==> src/rtl/pe_link_pkg.sv <==
`default_nettype none
// ============================================================================
//  Module      : pe_link_pkg
//  Description : Shared definitions for the PE mesh link (transmitter and
//                receiver tiles). Link word layout is {valid, last, payload};
//                the credit-return word carries a single pulse bit.
//  Revision    : 1.0  initial release
// ============================================================================
package pe_link_pkg;

  // Default link geometry and buffering.
  localparam int DEFAULT_WEST_WIDTH = 130;
  localparam int DEFAULT_FIFO_DEPTH = 4;
  localparam int DEFAULT_CNT_WIDTH  = 16;

  // Field positions for the default link width.
  localparam int LINK_VALID_BIT   = DEFAULT_WEST_WIDTH - 1;
  localparam int LINK_LAST_BIT    = DEFAULT_WEST_WIDTH - 2;
  localparam int LINK_PAYLOAD_MSB = DEFAULT_WEST_WIDTH - 3;

  // Credit pulse position in the return word.
  localparam int CREDIT_BIT = 0;

  // Field positions for an arbitrary link width.
  function automatic int link_valid_bit(input int width);
    return width - 1;
  endfunction

  function automatic int link_last_bit(input int width);
    return width - 2;
  endfunction

  function automatic int link_payload_msb(input int width);
    return width - 3;
  endfunction

endpackage : pe_link_pkg
`default_nettype wire

==> src/rtl/pe_link_fifo.sv <==
`default_nettype none
// ============================================================================
//  Module      : pe_link_fifo
//  Description : Synchronous show-ahead FIFO. The head entry is always
//                visible on rd_data (zero when empty). A push into a full
//                FIFO is accepted only if a pop happens in the same cycle;
//                otherwise the word is dropped and 'drop' flags it.
//  Ports       : clk, reset (async, active-low)
//                push/push_data  - write request and word
//                pop             - advance head (ignored when empty)
//                rd_data         - head word
//                level           - occupancy 0..DEPTH
//                full/empty      - occupancy flags
//                drop            - push rejected this cycle
//  Revision    : 1.0  initial release
// ============================================================================
module pe_link_fifo
  import pe_link_pkg::*;
#(
  parameter int WIDTH = 8,
  parameter int DEPTH = DEFAULT_FIFO_DEPTH
) (
  input  logic                     clk,
  input  logic                     reset,
  input  logic                     push,
  input  logic [WIDTH-1:0]         push_data,
  input  logic                     pop,
  output logic [WIDTH-1:0]         rd_data,
  output logic [$clog2(DEPTH):0]   level,
  output logic                     full,
  output logic                     empty,
  output logic                     drop
);

  localparam int AW = $clog2(DEPTH);

  logic [WIDTH-1:0] mem_q [DEPTH];
  logic [AW-1:0]    wr_ptr_d, wr_ptr_q;
  logic [AW-1:0]    rd_ptr_d, rd_ptr_q;
  logic [AW:0]      level_d, level_q;
  logic             pop_ok;
  logic             push_ok;

  always_comb begin
    empty   = (level_q == '0);
    full    = (level_q == (AW+1)'(DEPTH));
    pop_ok  = pop & ~empty;
    // A full FIFO still accepts a push when the head leaves in the same cycle.
    push_ok = push & (~full | pop_ok);
    drop    = push & full & ~pop_ok;

    wr_ptr_d = wr_ptr_q;
    rd_ptr_d = rd_ptr_q;
    level_d  = level_q;
    // Pointers wrap naturally because DEPTH is a power of two.
    if (push_ok) wr_ptr_d = wr_ptr_q + AW'(1);
    if (pop_ok)  rd_ptr_d = rd_ptr_q + AW'(1);
    case ({push_ok, pop_ok})
      2'b10:   level_d = level_q + (AW+1)'(1);
      2'b01:   level_d = level_q - (AW+1)'(1);
      default: level_d = level_q;
    endcase

    // Storage is not reset, so mask the head while empty.
    rd_data = empty ? '0 : mem_q[rd_ptr_q];
    level   = level_q;
  end

  always_ff @(posedge clk or negedge reset) begin
    if (!reset) begin
      wr_ptr_q <= '0;
      rd_ptr_q <= '0;
      level_q  <= '0;
    end else begin
      wr_ptr_q <= wr_ptr_d;
      rd_ptr_q <= rd_ptr_d;
      level_q  <= level_d;
    end
  end

  always_ff @(posedge clk) begin
    if (push_ok) mem_q[wr_ptr_q] <= push_data;
  end

endmodule : pe_link_fifo
`default_nettype wire

==> src/rtl/pe_west_rx.sv <==
`default_nettype none
// ============================================================================
//  Module      : pe_west_rx
//  Description : West-side mesh link receiver for a PE tile. Registers the
//                incoming link word, buffers valid words in a show-ahead
//                FIFO, presents them as a valid/ready stream, and returns a
//                one-cycle credit pulse upstream for every word consumed.
//  Ports       : clk, reset (async, active-low)
//                ap_start      - enables link capture
//                in_from_west  - link word {valid, last, payload}
//                out_to_west   - credit return, bit 0 pulses per pop
//                m_data/m_last/m_valid/m_ready - output stream
//                fifo_level    - buffer occupancy
//                pkt_count     - packets (last words) consumed, wrapping
//                overflow      - sticky, a word was dropped on a full FIFO
//  Revision    : 1.0  initial release
// ============================================================================
module pe_west_rx
  import pe_link_pkg::*;
#(
  parameter int WEST_WIDTH = DEFAULT_WEST_WIDTH,
  parameter int FIFO_DEPTH = DEFAULT_FIFO_DEPTH,
  parameter int CNT_WIDTH  = DEFAULT_CNT_WIDTH
) (
  input  logic                          clk,
  input  logic                          reset,
  input  logic                          ap_start,
  input  logic [WEST_WIDTH-1:0]         in_from_west,
  output logic [WEST_WIDTH-1:0]         out_to_west,
  output logic [WEST_WIDTH-3:0]         m_data,
  output logic                          m_last,
  output logic                          m_valid,
  input  logic                          m_ready,
  output logic [$clog2(FIFO_DEPTH):0]   fifo_level,
  output logic [CNT_WIDTH-1:0]          pkt_count,
  output logic                          overflow
);

  localparam int VALID_BIT   = link_valid_bit(WEST_WIDTH);
  localparam int LAST_BIT    = link_last_bit(WEST_WIDTH);
  localparam int PAYLOAD_MSB = link_payload_msb(WEST_WIDTH);
  localparam int ENTRY_W     = WEST_WIDTH - 1;  // {last, payload}

  logic [WEST_WIDTH-1:0] in_d, in_q;
  logic                  credit_d, credit_q;
  logic [CNT_WIDTH-1:0]  pkt_count_d, pkt_count_q;
  logic                  overflow_d, overflow_q;

  logic [ENTRY_W-1:0]    fifo_rd_data;
  logic                  fifo_full;
  logic                  fifo_empty;
  logic                  fifo_drop;
  logic                  pop;
  logic                  unused_fifo_full;

  // Capture: only the valid bit is gated; payload/last are don't-care when idle.
  always_comb begin
    in_d            = in_from_west;
    in_d[VALID_BIT] = in_from_west[VALID_BIT] & ap_start;
  end

  pe_link_fifo #(
    .WIDTH (ENTRY_W),
    .DEPTH (FIFO_DEPTH)
  ) u_fifo (
    .clk       (clk),
    .reset     (reset),
    .push      (in_q[VALID_BIT]),
    .push_data (in_q[LAST_BIT:0]),
    .pop       (pop),
    .rd_data   (fifo_rd_data),
    .level     (fifo_level),
    .full      (fifo_full),
    .empty     (fifo_empty),
    .drop      (fifo_drop)
  );

  // Full is implied by drop; kept on the FIFO interface for other users.
  assign unused_fifo_full = fifo_full;

  always_comb begin
    m_valid = ~fifo_empty;
    m_last  = fifo_rd_data[ENTRY_W-1];
    m_data  = fifo_rd_data[PAYLOAD_MSB:0];
    pop     = m_valid & m_ready;

    // Output side runs independently of ap_start.
    credit_d    = pop;
    pkt_count_d = pkt_count_q;
    if (pop && m_last) pkt_count_d = pkt_count_q + CNT_WIDTH'(1);
    overflow_d  = overflow_q | fifo_drop;

    out_to_west             = '0;
    out_to_west[CREDIT_BIT] = credit_q;
    pkt_count               = pkt_count_q;
    overflow                = overflow_q;
  end

  always_ff @(posedge clk or negedge reset) begin
    if (!reset) begin
      in_q        <= '0;
      credit_q    <= 1'b0;
      pkt_count_q <= '0;
      overflow_q  <= 1'b0;
    end else begin
      in_q        <= in_d;
      credit_q    <= credit_d;
      pkt_count_q <= pkt_count_d;
      overflow_q  <= overflow_d;
    end
  end

endmodule : pe_west_rx
`default_nettype wire
==> config.mk <==
export PLATFORM = sky130hd
export DESIGN_NAME = pe_west_rx
export DESIGN_NICKNAME = d
export VERILOG_FILES = /design/src/rtl/pe_link_pkg.sv /design/src/rtl/pe_link_fifo.sv /design/src/rtl/pe_west_rx.sv
export SDC_FILE = /design/constraint.sdc
export NUM_CORES = 1
export LEC_CHECK = 0
export CAP_MARGIN = 15
export CORE_UTILIZATION = 35
export DETAILED_ROUTE_END_ITERATION = 7
export SYNTH_ARGS = -nofsm -noshare
export SYNTH_HDL_FRONTEND = slang
export SYNTH_SLANG_ARGS = --single-unit
export TNS_END_PERCENT = 10
==> constraint.sdc <==
create_clock -name clk -period 7.65 [get_ports clk]
set_input_delay 1.53 -clock clk [delete_from_list [all_inputs] [get_ports clk]]
set_output_delay 1.53 -clock clk [all_outputs]
set_load 0.03 [all_outputs]
## Word-level counts from Yosys, hierarchy flattened

Memories as Yosys holds them, arrays and structs flattened.
Cells that the tools add are included.

| storage, ports and cells | value |
|---|---|
| memories kept | 1 |
| input bits | 134 |
| logic and storage cells | 34 |
| output and inout bits | 280 |
| RAM bits | 516 |
| bits in registers | 155 |

Memories:

| memory | words | bits a word | rd ports | clocked after Yosys merged registers in | wr ports | line | text |
|---|---|---|---|---|---|---|---|
| u_fifo.mem_q | 4 | 129 | 1 | 0 | 1 | pe_link_fifo.sv:37 | `logic [WIDTH-1:0] mem_q [DEPTH];` |

| cells by class | value |
|---|---|
| eq/ne operators | 3 |
| bitwise logic cells | 11 |
| add/subtract/negate cells | 5 |
| reductions and logical operators | 3 |
| muxes and demuxes | 4 |

Operators by type and width:

| operator | count |
|---|---|
| $mux W129 | 1 |
| $add A16 B1 Y16 const B | 1 |
| $and A1 B1 Y1 | 6 |
| $pmux W3 S2 | 1 |
| $add A2 B1 Y2 const B | 2 |
| $add A3 B1 Y3 const B | 1 |
| $eq A3 B3 Y1 const B | 1 |
| $logic_not A3 Y1 | 1 |
| $not A1 Y1 | 3 |
| $sub A3 B1 Y3 const B | 1 |
| $eq A2 B1 Y1 const B | 1 |
| $eq A2 B2 Y1 const B | 1 |
| $mux W1 | 2 |
| $or A1 B1 Y1 | 2 |
| $reduce_bool A2 Y1 | 1 |
| $logic_and A1 B1 Y1 | 1 |

## Logic depth before layout (Yosys ltp)

| depth | value |
|---|---|
| depth after elaboration | 8 |
| depth in mapped cells | 10 |
| depth with buffers taken out | 9 |

## Hierarchy

From an unflattened synthesis, not the netlist that was laid out.

| unflattened totals | value |
|---|---|
| cell total of the unflattened synthesis | 1198 |
| area total of the unflattened synthesis | 25014.0 µm² |

Modules (own cells, without submodules):

| module | times used | cells an instance | sequential area each (µm²) | area an instance (µm²) |
|---|---|---|---|---|
| pe_link_fifo | 1 | 869 | 15670.0 | 19975.4 |
| pe_west_rx | 1 | 329 | 3703.6 | 5038.6 |

## Worst setup path before layout

No wires, ideal clock.

| timing path | value |
|---|---|
| kind | input-to-reg |
| start | input port m_ready |
| end | memory u_fifo.mem_q[0][0] (netlist name) (enable) |
| data required time | 7.147 ns |
| data arrival time | 4.920 ns |
| buffers on the path | 1 |
| stages on the path | 4 |
| path slack | 2.227 ns |
| library setup time | 0.503 ns |
| cell sequence | nor4b_1 nor2b_1 clkbuf_1 and2_1 |

| between the ends | value |
|---|---|
| word-level cells in the longest chain between the ends | 6 |

Ends and longest elaborated chain:

| what | line | text |
|---|---|---|
| start, declared | pe_west_rx.sv:33 | `input logic m_ready,` |
| $and A1 B1 Y1 | pe_west_rx.sv:85 | `pop = m_valid & m_ready;` |
| $and A1 B1 Y1 | pe_link_fifo.sv:47 | `pop_ok = pop & ~empty;` |
| $or A1 B1 Y1 | pe_link_fifo.sv:49 | `push_ok = push & (~full \| pop_ok);` |
| $and A1 B1 Y1 | pe_link_fifo.sv:49 |  |
| $mux W1 | pe_link_fifo.sv:82 | `if (push_ok) mem_q[wr_ptr_q] <= push_data;` |
| $mux W1 (not written as such) | pe_link_fifo.sv:82 |  |
| end, declared | pe_link_fifo.sv:37 |  |

Every way passes these cells.

## Worst setup path after layout

| timing path | value |
|---|---|
| start | register u_fifo.rd_ptr_q[0] |
| end | output port m_data[37] |

| between the ends | value |
|---|---|
| word-level cells in the longest chain between the ends | 2 |

Ends and longest elaborated chain:

| what | line | text |
|---|---|---|
| start, declared | pe_link_fifo.sv:39 | `logic [AW-1:0] rd_ptr_d, rd_ptr_q;` |
| start signal, assigned | pe_link_fifo.sv:76 | `rd_ptr_q <= rd_ptr_d;` |
| $mem_v2 Z4 W129 | -- |  |
| $mux W129 | pe_link_fifo.sv:65 | `rd_data = empty ? '0 : mem_q[rd_ptr_q];` |
| end, declared | pe_west_rx.sv:30 | `output logic [WEST_WIDTH-3:0] m_data,` |

Every way passes these cells.

==> flow_summary.toml <==
[layout]
nets = 1650
finish.instance_area_sq_um = 30840
area_delta_synth_final_pct = 24.04
drive_above_1_share_pct = 16.80
final_cells = 2512

[floorplanning]
core-area_sq_um = 70150
die_w_um = 268.5
initial_utilization_pct = 35.44
std_cell_rows = 97
die_area_sq_um = 72090
die_y_um = 268.5
io_pins = 414

[grt]
grt_pass1_wl_um = 73350
grt_pass1_vias = 12200
grt_start_max_net_pins = 130
gr-total-overflow = 0
track_usage_pct = 13.72
antenna_found_initial = 6

[power_and_ir_drop]
ir_drop_v = 0.0002925
p_leak_nw = 10.72
p_sw_share_pct = 32.42
power_density_nw_per_um2 = 397.8
p_comb_share_pct = 33.8
pwr-share-seq_pct = 37.3
clkPwrFrac_pct = 28.9
p_switching_mw = 3.977
internal_power_mw = 8.291

[timing]
worst_slew_pin_slew_ns = 1.010
setup_viol = 0
finalCriticalPeriod_ns = 5.152
rsz0062_at_grt = "false"
maxSlewViolCount = 0
skew_ns = 0.02068
fin_ws_ns = 2.498
hold_slack_ns = 0.4658
hold_violations = 0
fin_crit_sh_pct = 67.35
setup_tns_ns = 0
relSlewSlack_pct = 32.66
fmax_mhz = 194.1

[clocking]
clk_pin_slew_ns = 0.06
htree_levels = 3
postCtsSetupBuffers = 0
cts_root_buf = "clkbuf_16"
ctsHoldBuffers = 0
clockBufferDepth = 3
worstSkewPairLatency_ns = 0.60
cts_buffers = 74
clock_sinks = 671
cts_resized = 0
cts_tree = "yes"

[placed_design]
dpl.cell_count = 2373
dp_hpwl_um = 27260
gp_congestion = 0.7088
placed_area_sq_um = 28330
port_buffers = 284
place_ws_ns = 3.054

[synth]
yosys_warnings = 0
synth_edf_count = 516
ys_ff_latch = 671
synth_top_area_share_pct = 62.33
yosysSeqAreaShare_pct = 77.93
synthDistinctLibCells = 32
netlist_area_sq_um = 24860
syn_area_per_cell_sq_um = 21.03
yosys.area.top_type = "edfxtp_1"
async_flop_share_pct = 23.10
ys_top_cells_by_area = "edfxtp_1 62%, dfrtp_1 16%, mux4_2 12%"
synth-main-ff-cell = "edfxtp_1"
synthCells = 1182
synth_most_common_cell = "edfxtp_1"
synth_commonest_cells = "516 x edfxtp_1, 155 x dfrtp_1, 138 x buf_4"

[routing]
ant_nets = 0
vias_per_cell = 4.532
vias = 11380
drt_first_pass_iters = 4
routed_wl_um = 49180
drc_errors = 0
drt_iter0_drc = 603
wl_per_cell_um = 19.58

[critical_path]
crit_required_ns = 6.12
path_buf_inv = 2
cp.arrival_ns = 3.62
critPathMaxStageDelay_ns = 0.97
cp-end-kind = "primary output"
critPathSlowestCell = "dfrtp_4"
worst-setup-path-type = "register to primary output"
critPathTopFamily = "buffers and inverters"
start_kind = "register"
path_cells = "buf_12, mux4_2, and2_1, clkdlybuf4s50_1"
path_max_fanout = 60

[run_status]
outcome = "completed"

[hold_path]
hp-class = "register to register"

[run]
maxCapViolCount = 0
==> through the flow <==
step                utilization (%)  power (mW)
finish                        43.96       12.27
global route                  43.95       12.82
CTS                           43.95       12.48
detailed placement            40.39       8.874
global placement              40.39       8.865
floorplan                         -       7.297
==> cells by family (layout without fill, tap and decap cells) <==
group                      Yosys count  count (layout)  share of synthesized area (%)
AOI/OAI and AO/OA                    4               4                         0.1258
xor gates and xnor gates            21              21                         0.7399
adders and majority gates            7               7                         0.3825
buffers and inverters              181             442                          4.892
DFF                                671             671                          77.93
muxes                              131             131                          11.79
other                                1             130                        0.01509
and+or+nand+nor                    166             166                          4.122
==> layout make-up <==
cell class | count | area [sq um]
Antenna cell | 1 | 2.502
Clock buffer | 101 | 2064
Clock inverter | 37 | 435.4
Fill cell | 6061 | 39310
Inverter | 6 | 22.52
Multi-Input combinational cell | 458 | 4765
Sequential cell | 671 | 19380
Tap cell | 940 | 1176
Timing Repair Buffer | 298 | 2989
==> per-layer routing <==
metal	up-vias	GRT usage, %	wire length, um
met5	-	0	57
met4	10	4.146	1074
met3	83	4.676	3602
met2	350	22.65	24550
met1	6004	17.02	19900
li1	4937	-	-
==> power by group through the flow <==
stage                     logic [mW]  clock network (mW)  registers (mW)
after floorplan                 2.74                   0            4.56
after global placement          4.22                   0            4.64
after detailed placement        4.21                   0            4.67
after CTS                       4.23                3.65            4.60
after global routing            4.39                3.80            4.63
final                           4.14                3.55            4.58
==> state kept, by name (all words and copies together) (netlist names) <==
signal	count
credit_q	1
u_fifo.level	3
in_q	130
u_fifo.mem_q	516
overflow	1
u_fifo.rd_ptr_q	2
pkt_count	16
u_fifo.wr_ptr_q	2
==> cells in the final DEF, fill, tap and decap left out, drive strengths merged <==
| master | netlist | routed |
|---|---|---|
| a21o | 1 | 1 |
| o21ai | 1 | 1 |
| conb | 1 | 129 |
| clkinvlp | 0 | 4 |
| ha | 6 | 6 |
| o31a | 1 | 1 |
| diode | 0 | 1 |
| nor2 | 4 | 4 |
| buf | 158 | 14 |
| nand3 | 5 | 5 |
| clkdlybuf4s50 | 0 | 283 |
| edfxtp | 516 | 516 |
| clkinv | 0 | 24 |
| nand2 | 5 | 5 |
| and2 | 136 | 136 |
| nand4 | 6 | 6 |
| or3 | 1 | 1 |
| nor2b | 1 | 1 |
| xor2 | 7 | 7 |
| dfrtp | 155 | 155 |
| mux2i | 1 | 1 |
| nor4b | 1 | 1 |
| fa | 1 | 1 |
| inv | 6 | 9 |
| and4 | 4 | 4 |
| xnor2 | 14 | 14 |
| o311a | 1 | 1 |
| clkbuf | 17 | 102 |
| mux4 | 129 | 129 |
| and3 | 3 | 3 |
| mux2 | 1 | 1 |
| bufinv | 0 | 6 |
==> worst register-to-register path, stage by stage (launching register included) <==
cell     delay, ns
dfrtp_1       0.44
nor4b_1       0.19
nor2b_1       0.52
and2_4        0.56
buf_4         0.80
==> path summary, 6_finish.rpt <==
check,startpoint,cells after the start,end,slack (ns)
setup reg to reg,u_fifo.level[2],4,u_fifo.mem_q[3][65],4.63
hold / removal,in_q[129],1,overflow,0.47
max in group asynchronous,reset,2,in_q[108],5.41
min in group asynchronous,reset,1,pkt_count[11],1.01
hold reg to reg,in_q[129],1,overflow,0.47
setup / recovery,u_fifo.rd_ptr_q[0],4,m_data[37],2.50
No activity file was read; power rests on OpenSTA's default activity.
